**src/rtl/fact_pkg.sv**
```systemverilog
// Shared definitions for the factorial host controller and the factorial core:
// FSM state encoding, default operand/result widths and a counter sizing helper.
package fact_pkg;

  localparam int FACT_N_W   = 4;
  localparam int FACT_RES_W = 32;

  typedef enum logic [1:0] {
    ST_IDLE  = 2'd0,
    ST_ISSUE = 2'd1,
    ST_WAIT  = 2'd2,
    ST_RESP  = 2'd3
  } fact_state_e;

  // Width needed to hold values 0..limit, never less than one bit.
  function automatic int cnt_width(input int limit);
    int w;
    w = $clog2(limit + 1);
    return (w < 1) ? 1 : w;
  endfunction

endpackage

```
**src/rtl/fact_timeout_cnt.sv**
```systemverilog
// WAIT-state watchdog: counts enabled cycles since the last clear and flags
// expiry on the LIMIT-th enabled cycle (the counter saturates there).
module fact_timeout_cnt
  import fact_pkg::*;
#(
  parameter int LIMIT = 64
) (
  input  logic clk,
  input  logic reset_n,
  input  logic clear,
  input  logic enable,
  output logic expired
);

  localparam int CW = cnt_width(LIMIT);

  logic [CW-1:0] count_reg;

  // count_reg holds (cycles already spent in WAIT), so the LIMIT-th WAIT cycle sees LIMIT-1.
  assign expired = (count_reg == CW'(LIMIT - 1));

  always_ff @(posedge clk or negedge reset_n) begin
    if (!reset_n) begin
      count_reg <= '0;
    end else if (clear) begin
      count_reg <= '0;
    end else if (enable && !expired) begin
      count_reg <= count_reg + 1'b1;
    end
  end

endmodule

```
**src/rtl/fact_host_ctrl.sv**
```systemverilog
// Host-side command/response controller for a factorial core (IDLE/ISSUE/WAIT/RESP).
// Define FACT_HOST_TIMEOUT_EN to add a WAIT watchdog of TIMEOUT_CYCLES cycles.
module fact_host_ctrl
  import fact_pkg::*;
#(
  parameter int N_W            = FACT_N_W,
  parameter int RES_W          = FACT_RES_W,
  parameter int TIMEOUT_CYCLES = 64
) (
  input  logic             clk,
  input  logic             reset_n,
  input  logic             cmd_valid,
  output logic             cmd_ready,
  input  logic [N_W-1:0]   cmd_n,
  output logic             rsp_valid,
  input  logic             rsp_ready,
  output logic [RES_W-1:0] rsp_result,
  output logic             rsp_error,
  output logic             rsp_timeout,
  output logic             core_go,
  output logic [N_W-1:0]   core_n,
  input  logic             core_done,
  input  logic             core_error,
  input  logic [RES_W-1:0] core_result,
  output logic             busy,
  output logic [1:0]       state
);

  if (TIMEOUT_CYCLES < 1) begin : g_bad_timeout
    $error("fact_host_ctrl: TIMEOUT_CYCLES must be at least 1");
  end

  fact_state_e      state_reg;
  logic             core_go_reg;
  logic [N_W-1:0]   core_n_reg;
  logic             rsp_valid_reg;
  logic [RES_W-1:0] rsp_result_reg;
  logic             rsp_error_reg;
  logic             rsp_timeout_reg;
  logic             busy_reg;
  logic             timeout_expired;

`ifdef FACT_HOST_TIMEOUT_EN
  fact_timeout_cnt #(
    .LIMIT (TIMEOUT_CYCLES)
  ) u_timeout_cnt (
    .clk     (clk),
    .reset_n (reset_n),
    .clear   (state_reg == ST_ISSUE),
    .enable  (state_reg == ST_WAIT),
    .expired (timeout_expired)
  );
`else
  assign timeout_expired = 1'b0;
`endif

  always_ff @(posedge clk or negedge reset_n) begin
    if (!reset_n) begin
      state_reg       <= ST_IDLE;
      core_go_reg     <= 1'b0;
      core_n_reg      <= '0;
      rsp_valid_reg   <= 1'b0;
      rsp_result_reg  <= '0;
      rsp_error_reg   <= 1'b0;
      rsp_timeout_reg <= 1'b0;
      busy_reg        <= 1'b0;
    end else begin
      core_go_reg <= 1'b0;
      case (state_reg)
        ST_IDLE: begin
          if (cmd_valid) begin
            core_n_reg  <= cmd_n;
            core_go_reg <= 1'b1;
            busy_reg    <= 1'b1;
            state_reg   <= ST_ISSUE;
          end
        end
        ST_ISSUE: begin
          state_reg <= ST_WAIT;
        end
        ST_WAIT: begin
          // Core error outranks done, and any core flag outranks the watchdog.
          if (core_error) begin
            rsp_result_reg  <= '0;
            rsp_error_reg   <= 1'b1;
            rsp_timeout_reg <= 1'b0;
            rsp_valid_reg   <= 1'b1;
            state_reg       <= ST_RESP;
          end else if (core_done) begin
            rsp_result_reg  <= core_result;
            rsp_error_reg   <= 1'b0;
            rsp_timeout_reg <= 1'b0;
            rsp_valid_reg   <= 1'b1;
            state_reg       <= ST_RESP;
          end else if (timeout_expired) begin
            rsp_result_reg  <= '0;
            rsp_error_reg   <= 1'b1;
            rsp_timeout_reg <= 1'b1;
            rsp_valid_reg   <= 1'b1;
            state_reg       <= ST_RESP;
          end
        end
        ST_RESP: begin
          if (rsp_ready) begin
            rsp_valid_reg <= 1'b0;
            busy_reg      <= 1'b0;
            state_reg     <= ST_IDLE;
          end
        end
        default: begin
          state_reg <= ST_IDLE;
        end
      endcase
    end
  end

  assign cmd_ready   = (state_reg == ST_IDLE);
  assign core_go     = core_go_reg;
  assign core_n      = core_n_reg;
  assign rsp_valid   = rsp_valid_reg;
  assign rsp_result  = rsp_result_reg;
  assign rsp_error   = rsp_error_reg;
  assign rsp_timeout = rsp_timeout_reg;
  assign busy        = busy_reg;
  assign state       = state_reg;

endmodule

```
**config.mk**
```make
export PLATFORM = sky130hd
export DESIGN_NAME = fact_host_ctrl
export DESIGN_NICKNAME = d
export VERILOG_FILES = /design/src/rtl/fact_pkg.sv /design/src/rtl/fact_timeout_cnt.sv /design/src/rtl/fact_host_ctrl.sv
export SDC_FILE = /design/constraint.sdc
export NUM_CORES = 1
export LEC_CHECK = 0
export CAP_MARGIN = 20
export CORE_ASPECT_RATIO = 1.1
export CORE_MARGIN = 3
export CORE_UTILIZATION = 40
export CTS_CLUSTER_DIAMETER = 30
export DETAILED_ROUTE_END_ITERATION = 16
export PLACE_DENSITY_LB_ADDON = 0.25
export SLEW_MARGIN = 20
export SYNTH_ARGS = -nofsm -noshare
export SYNTH_HDL_FRONTEND = slang
export SYNTH_HIERARCHICAL = 1
export SYNTH_SLANG_ARGS = --single-unit
```
**constraint.sdc**
```tcl
create_clock -name clk -period 1.8 [get_ports clk]
set_clock_uncertainty 0.15 [all_clocks]
set_input_delay 0.36 -clock clk [delete_from_list [all_inputs] [get_ports clk]]
set_output_delay 0.36 -clock clk [all_outputs]
set_load 0.005 [all_outputs]
```
==> results by group, run 1 <==
Synthesis
  • Seq/Total Area, Yosys: 0.5734
  • Mapped Cells: around 180
  • Number of distinct library cells after synthesis: 23
  • Post-synthesis compound-gate area fraction: 0.1331
  • EDFF count, synth: 0
  • Largest family of logic cells by synthesized area: simple AND/OR/NAND/NOR gates
  • #FFs+latches synth: 42
  • Ys async rst share: 1.000
  • Post-synthesis xor/xnor area fraction: 0
  • Synth top cells by count: 42 x dfrtp_1, 36 x nand2_1, 33 x nand2b_1
  • Leading post-synthesis cells by cell area: dfrtp_1 57%, nand2b_1 11%, o21ai_0 8.2%
  • Ys Warns: 6
  • Cell taking the most area after synthesis: dfrtp_1
  • Avg Synthesized Cell Area: 10.13 um2
  • Cell Area, Synth: 0.001833 mm2
  • Top cell type's share of synthesized area: 0.5734
  • Simple-Gate Fraction of Synth Area: 0.1884
  • Mapped Nets: 227
  • Area share of fa/ha/maj cells after synthesis: 0.02730
  • Mux contribution to synthesized area: 0.03072
  • Cell with the most instances after synthesis: dfrtp_1
  • Synth Flop Type: dfrtp_1

Floorplanning
  • I/O pins: 86
  • Die W: 70.55 um
  • # rows: 25
  • Die Ht: around 77 um
  • Starting density of the core: 0.4216
  • Core Region: 0.004348 mm2
  • Full die area: approximately 0.0054 mm2

CTS
  • H-tree depth: 2
  • Clock latency on the worst-skew pair: about 290 ps
  • CTS Root Cell: clkbuf_8
  • CTS tree: done
  • Worst-path clk slew: 80 ps
  • CTS Buf Count: 5
  • Clk buf depth: 2
  • Sink Count: 42

Power
  • Peak VDD IR: approximately 0.79 mV
  • Final Power: approximately 4.3 mW
  • LEAKAGE: 1.289 nW
  • Power density of the placed cells: 1450 mW/mm2

Global route
  • Vias in the first global route: 1659
  • Gr usage total: 0.1767
  • Initial antenna violation count: 0
  • Gr ovfl total: 0
  • First-pass GRT wire length: between 7 and 8 mm
  • Largest net degree at the start of global routing: 37

STA
  • RSZ-0062 raised after global routing: yes
  • Fmax: between 0.5 and 0.6 GHz
  • Period minus WS final: between 1500 and 2000 ps
  • Max-slew violations: 0
  • Hold WS: 329.8 ps
  • Final worst-path cycle share: 0.9784
  • Setup violators final: 0
  • Fin. Hold Viols: 0

Routing
  • Via count: between 1500 and 2000
  • Post-DR vias/cell: 4.686
  • DRC: 0
  • TritonRoute pass-1 iters: 4
  • Initial DRC count: 84
  • Routed WL: 4.299 mm
  • Post-route ant nets: 0
  • Per-cell routed wire length: 12.99 um

Job
  • Max Cap Violations: 0

Place
  • Post-DP Area: 0.002776 mm2
  • I/O Buffers: 84
  • Placed Cells: 318
  • Post-DP HPWL: 3.218 mm
  • Final Wtd Congestion: 0.7556

Setup path
  • Worst EP arrival: 1790 ps
  • WP data required: 1830 ps
  • Crit Path Class: reg2reg
  • Setup slack, reg-to-reg: 40 ps
  • Startpoint types: flop
  • Max FO, Critical Path: 4
  • Setup crit end kind: flop

Final layout
  • Max reg flops: 32
  • Area growth from synthesis to layout: 61.02%
  • Layout cell share with drive strength beyond 1: 0.1227
  • Final nets: about 320
  • Ant diodes: 0
  • Fin cells: 331
  • Post-layout instance area: about 0.0030 mm2

Run status
  • Status: complete, no violations

Min path
  • Hold Path Class: reg2reg
layer usage:
layer	vias to the layer above	track usage	routed length [um]
met5	-	0	0
met4	0	0.06203	69
met3	6	0.06422	366
met2	57	0.2884	2083
met1	706	0.2149	1779
li1	782	-	-
what timing repair did:
item / 4_1_cts / 5_1_grt
buffers inserted: 4 / 0
hold endpoints to repair: 16 / 0
pin swaps: 1 / 1
resized for setup: 6 / 7
setup endpoints to repair: 1 / 2
hold buffers: 1 / 0
layout by cell type (no fill, tap or decap), types with 2 or more instances in the layout:
master,Yosys,routed
nand2b_1,33,33
inv_1,6,4
buf_4,1,11
buf_12,0,2
nand2_1,36,36
o21ai_0,30,30
ha_4,0,3
inv_2,0,2
dfrtp_1,42,42
clkbuf_8,0,6
clkdlybuf4s50_1,0,80
o21ai_1,5,5
mux2_2,4,4
dlygate4sd2_1,0,2
worst paths after layout:
kind | to | start | cells past startpoint
worst max-delay path | state[1] | state[0] | 4
worst min-delay path | rsp_result[7] | rsp_result[7] | 2
worst max register to register | state[1] | state[0] | 4
worst min register to register | rsp_result[7] | rsp_result[7] | 2
max in group asynchronous | core_n[1] | reset_n | 3
min in group asynchronous | rsp_result[8] | reset_n | 2
cell families after synthesis:
group | Yosys count
compound gates | 42
fa+ha+maj | 4
buf+inv | 17
flops | 42
mux | 5
other cells | 1
simple gates | 70
area by class of cell:
cell class                 count  area [um2]
timing repair buffer          99       979.7
tap                           54       67.56
multi-input combinational    122       739.5
sequential                    42        1051
fill                         371        1396
clock buffer                   7       86.33
inverter                       6       22.52
clock inverter                 1       5.005
per-stage QoR:
stage | setup TNS [ps] | setup WS, ps | util
2_1_floorplan | 0 | 126.6 | -
3_3_place_gp | -865.3 | -115.1 | 0.6386
3_5_place_dp | -1531 | -136.1 | 0.6386
4_1_cts | -22.97 | -22.97 | 0.6711
5_1_grt | -59.80 | -59.80 | 0.6788
6_report | 0 | 38.92 | 0.6788
report_power, final:
group	total, mW	switching, mW	internal [mW]
Clock	0.609	0.300	0.309
Combinational	2.08	0.797	1.28
Sequential	1.59	0.221	1.37
critical path, cell delays in order (launching register included):
cell	delay, ps
dfrtp_1	400
buf_4	160
ha_4	170
a222oi_1	420
mux2_1	360
No activity file was read; power rests on OpenSTA's default activity.
==> inputs of run 2 (changes only) <==
Settings changed: RECOVER_POWER set to 100.
==> run 2 against run 1 <==
- flip-flop and latch count stayed put
- sequential share of layout area is 0.076 points higher
- utilization is 0.14 points lower
==> results by group, run 2 (synthesized netlist as in run 1, its figures left out) <==
Power
  • Psw: 1.318 mW
  • Sequential power share: 0.372
  • Cell Int Power: roughly 3.0 mW
  • LEAKAGE: 1.285 nW
  • Combinational share of power: 0.486
  • Power density of the placed cells: 1452 mW/mm2
  • Peak VDD IR: between 0.7 and 0.8 mV
  • Switching Share: 0.3082
  • Clock network power share: 0.142

Routing
  • TritonRoute pass-1 iters: 4
  • Post-route ant nets: 0
  • DRC: 0
  • Via count: 1556
  • Post-DR vias/cell: 4.701
  • Per-cell routed wire length: 13.00 um
  • Routed WL: between 4 and 5 mm
  • Initial DRC count: just under 90

Final layout
  • Multi-input logic area: around 740 um2
  • Layout cell share with drive strength beyond 1: 0.1191
  • Post-layout instance area: 0.002945 mm2
  • Fin cells: 331
  • Register area: 0.001051 mm2
  • Max reg flops: 32
  • Area growth from synthesis to layout: 60.68%
  • Ant diodes: 0
  • Most frequent cells in the layout: 80 x clkdlybuf4s50_1, 42 x dfrtp_1, 36 x nand2_1
  • Fillers: between 300 and 400
  • Final nets: around 320
  • Commonest non-fill, non-tap cell in the layout: clkdlybuf4s50_1

STA
  • Relative slew slack: 0.6299
  • Fmax: 0.5679 GHz
  • RSZ-0062 raised after global routing: yes
  • Setup violators final: 0
  • Final worst-path cycle share: 0.9783
  • Fin. Hold Viols: 0
  • Max-slew violations: 0
  • Slew @ Worst Pin: 555.1 ps
  • Setup TNS: 0 ps
  • Period minus WS final: 1761 ps

CTS
  • CTS Root Cell: clkbuf_8
  • CTS tree: done
  • Clk buf depth: 2
  • Clock latency on the worst-skew pair: 290 ps
  • CTS Buf Count: 5
  • Worst-path clk slew: 70 ps
  • H-tree depth: 2
  • Sink Count: 42

Setup path
  • Crit Path Class: reg2reg
  • Max FO, Critical Path: 4
  • Setup crit end kind: flop
  • Startpoint types: flop
  • WP data required: roughly 1800 ps
  • Worst EP arrival: 1780 ps

Min path
  • Hold Path Class: reg2reg

Place
  • Post-DP Area: 0.002776 mm2
  • Placed Cells: 318
  • I/O Buffers: 84
  • Final Wtd Congestion: 0.7556
  • Post-DP HPWL: 3.218 mm

Run status
  • Status: complete, no violations

Global route
  • Vias in the first global route: 1659
  • First-pass GRT wire length: 7.610 mm
  • Initial antenna violation count: 0
  • Gr usage total: 0.1767
  • Gr ovfl total: 0
  • Largest net degree at the start of global routing: 37

Floorplanning
  • Starting density of the core: 0.4216
  • I/O pins: 86
  • Core Region: 0.004348 mm2
  • Die W: 70.55 um
  • Die Ht: 77.00 um
  • Full die area: 0.005432 mm2
  • # rows: 25

Job
  • Max Cap Violations: 0
run 2: cell types whose count changed in the layout (fill, tap and decap cells not counted):
cell      delta
clkbuf_2     +1
clkbuf_1     +1
buf_4        -2
run 2: repair_timing:
item                                    in CTS  in global routing
resized for setup                            6                  7
hold endpoints to repair                    16                  0
cloned                                       0                  0
pin swaps                                    1                  1
hold buffers                                 1                  0
endpoints found under the setup margin       1                  2
buffers inserted                             4                  0
run 2: final timing paths:
path | from | endpoint | slack, ps | depth (start not counted)
max | state[0] | state[1] | 40 | 4
min | rsp_result[7] | rsp_result[7] | 330 | 2
max reg2reg | state[0] | state[1] | 40 | 4
min reg2reg | rsp_result[7] | rsp_result[7] | 330 | 2
max in group asynchronous | reset_n | rsp_result[22] | 310 | 3
min in group asynchronous | reset_n | rsp_result[8] | 370 | 2
run 2: cell type report:
cell class | instances | share of cell area
Inverter | 6 | 0.007647
Timing Repair Buffer | 99 | 0.3305
Multi-Input combinational cell | 122 | 0.2511
Tap cell | 54 | 0.02294
Sequential cell | 42 | 0.3568
Clock inverter | 1 | 0.001699
Clock buffer | 7 | 0.02931
run 2: worst max-delay path, cell delays in order, from the launching register on:
cell and delay [ps]:
dfrtp_1 400, buf_4 160, ha_4 170, a222oi_1 420, mux2_1 360
run 2: power groups by stage:
stage	Clock [mW]	Combinational [mW]	Sequential (mW)
CTS	0.638	2.06	1.59
global placement	0	1.92	1.61
finish	0.608	2.08	1.59
floorplan	0	0.685	1.65
detailed placement	0	1.96	1.62
global route	0.681	2.30	1.66
run 2: per-layer routing:
layer,up-vias,global-route usage,wire [um]
met5,-,0,0
met4,0,0.06203,69
met3,6,0.06422,366
met2,57,0.2884,2090
met1,709,0.2149,1778
li1,784,-,-
run 2: through the flow:
step	setup slack [ps]	utilization	hold slack (ps)	total power, mW
finish	38.98	0.6774	329.8	4.278
global route	-59.80	0.6774	356.9	4.641
CTS	-22.97	0.6711	336.4	4.288
detailed placement	-136.1	0.6386	162.5	3.579
global placement	-115.1	0.6386	159.0	3.528
floorplan	126.6	-	-85.59	2.331
==> inputs of run 3 (changes only) <==
Settings changed: SYNTH_HIERARCHICAL 1 to not set.
==> results of run 3 <==
The final DEF is identical to that of run 2; final timing and power are the same.
Main changes from that run: Yosys warning count 6 -> 0
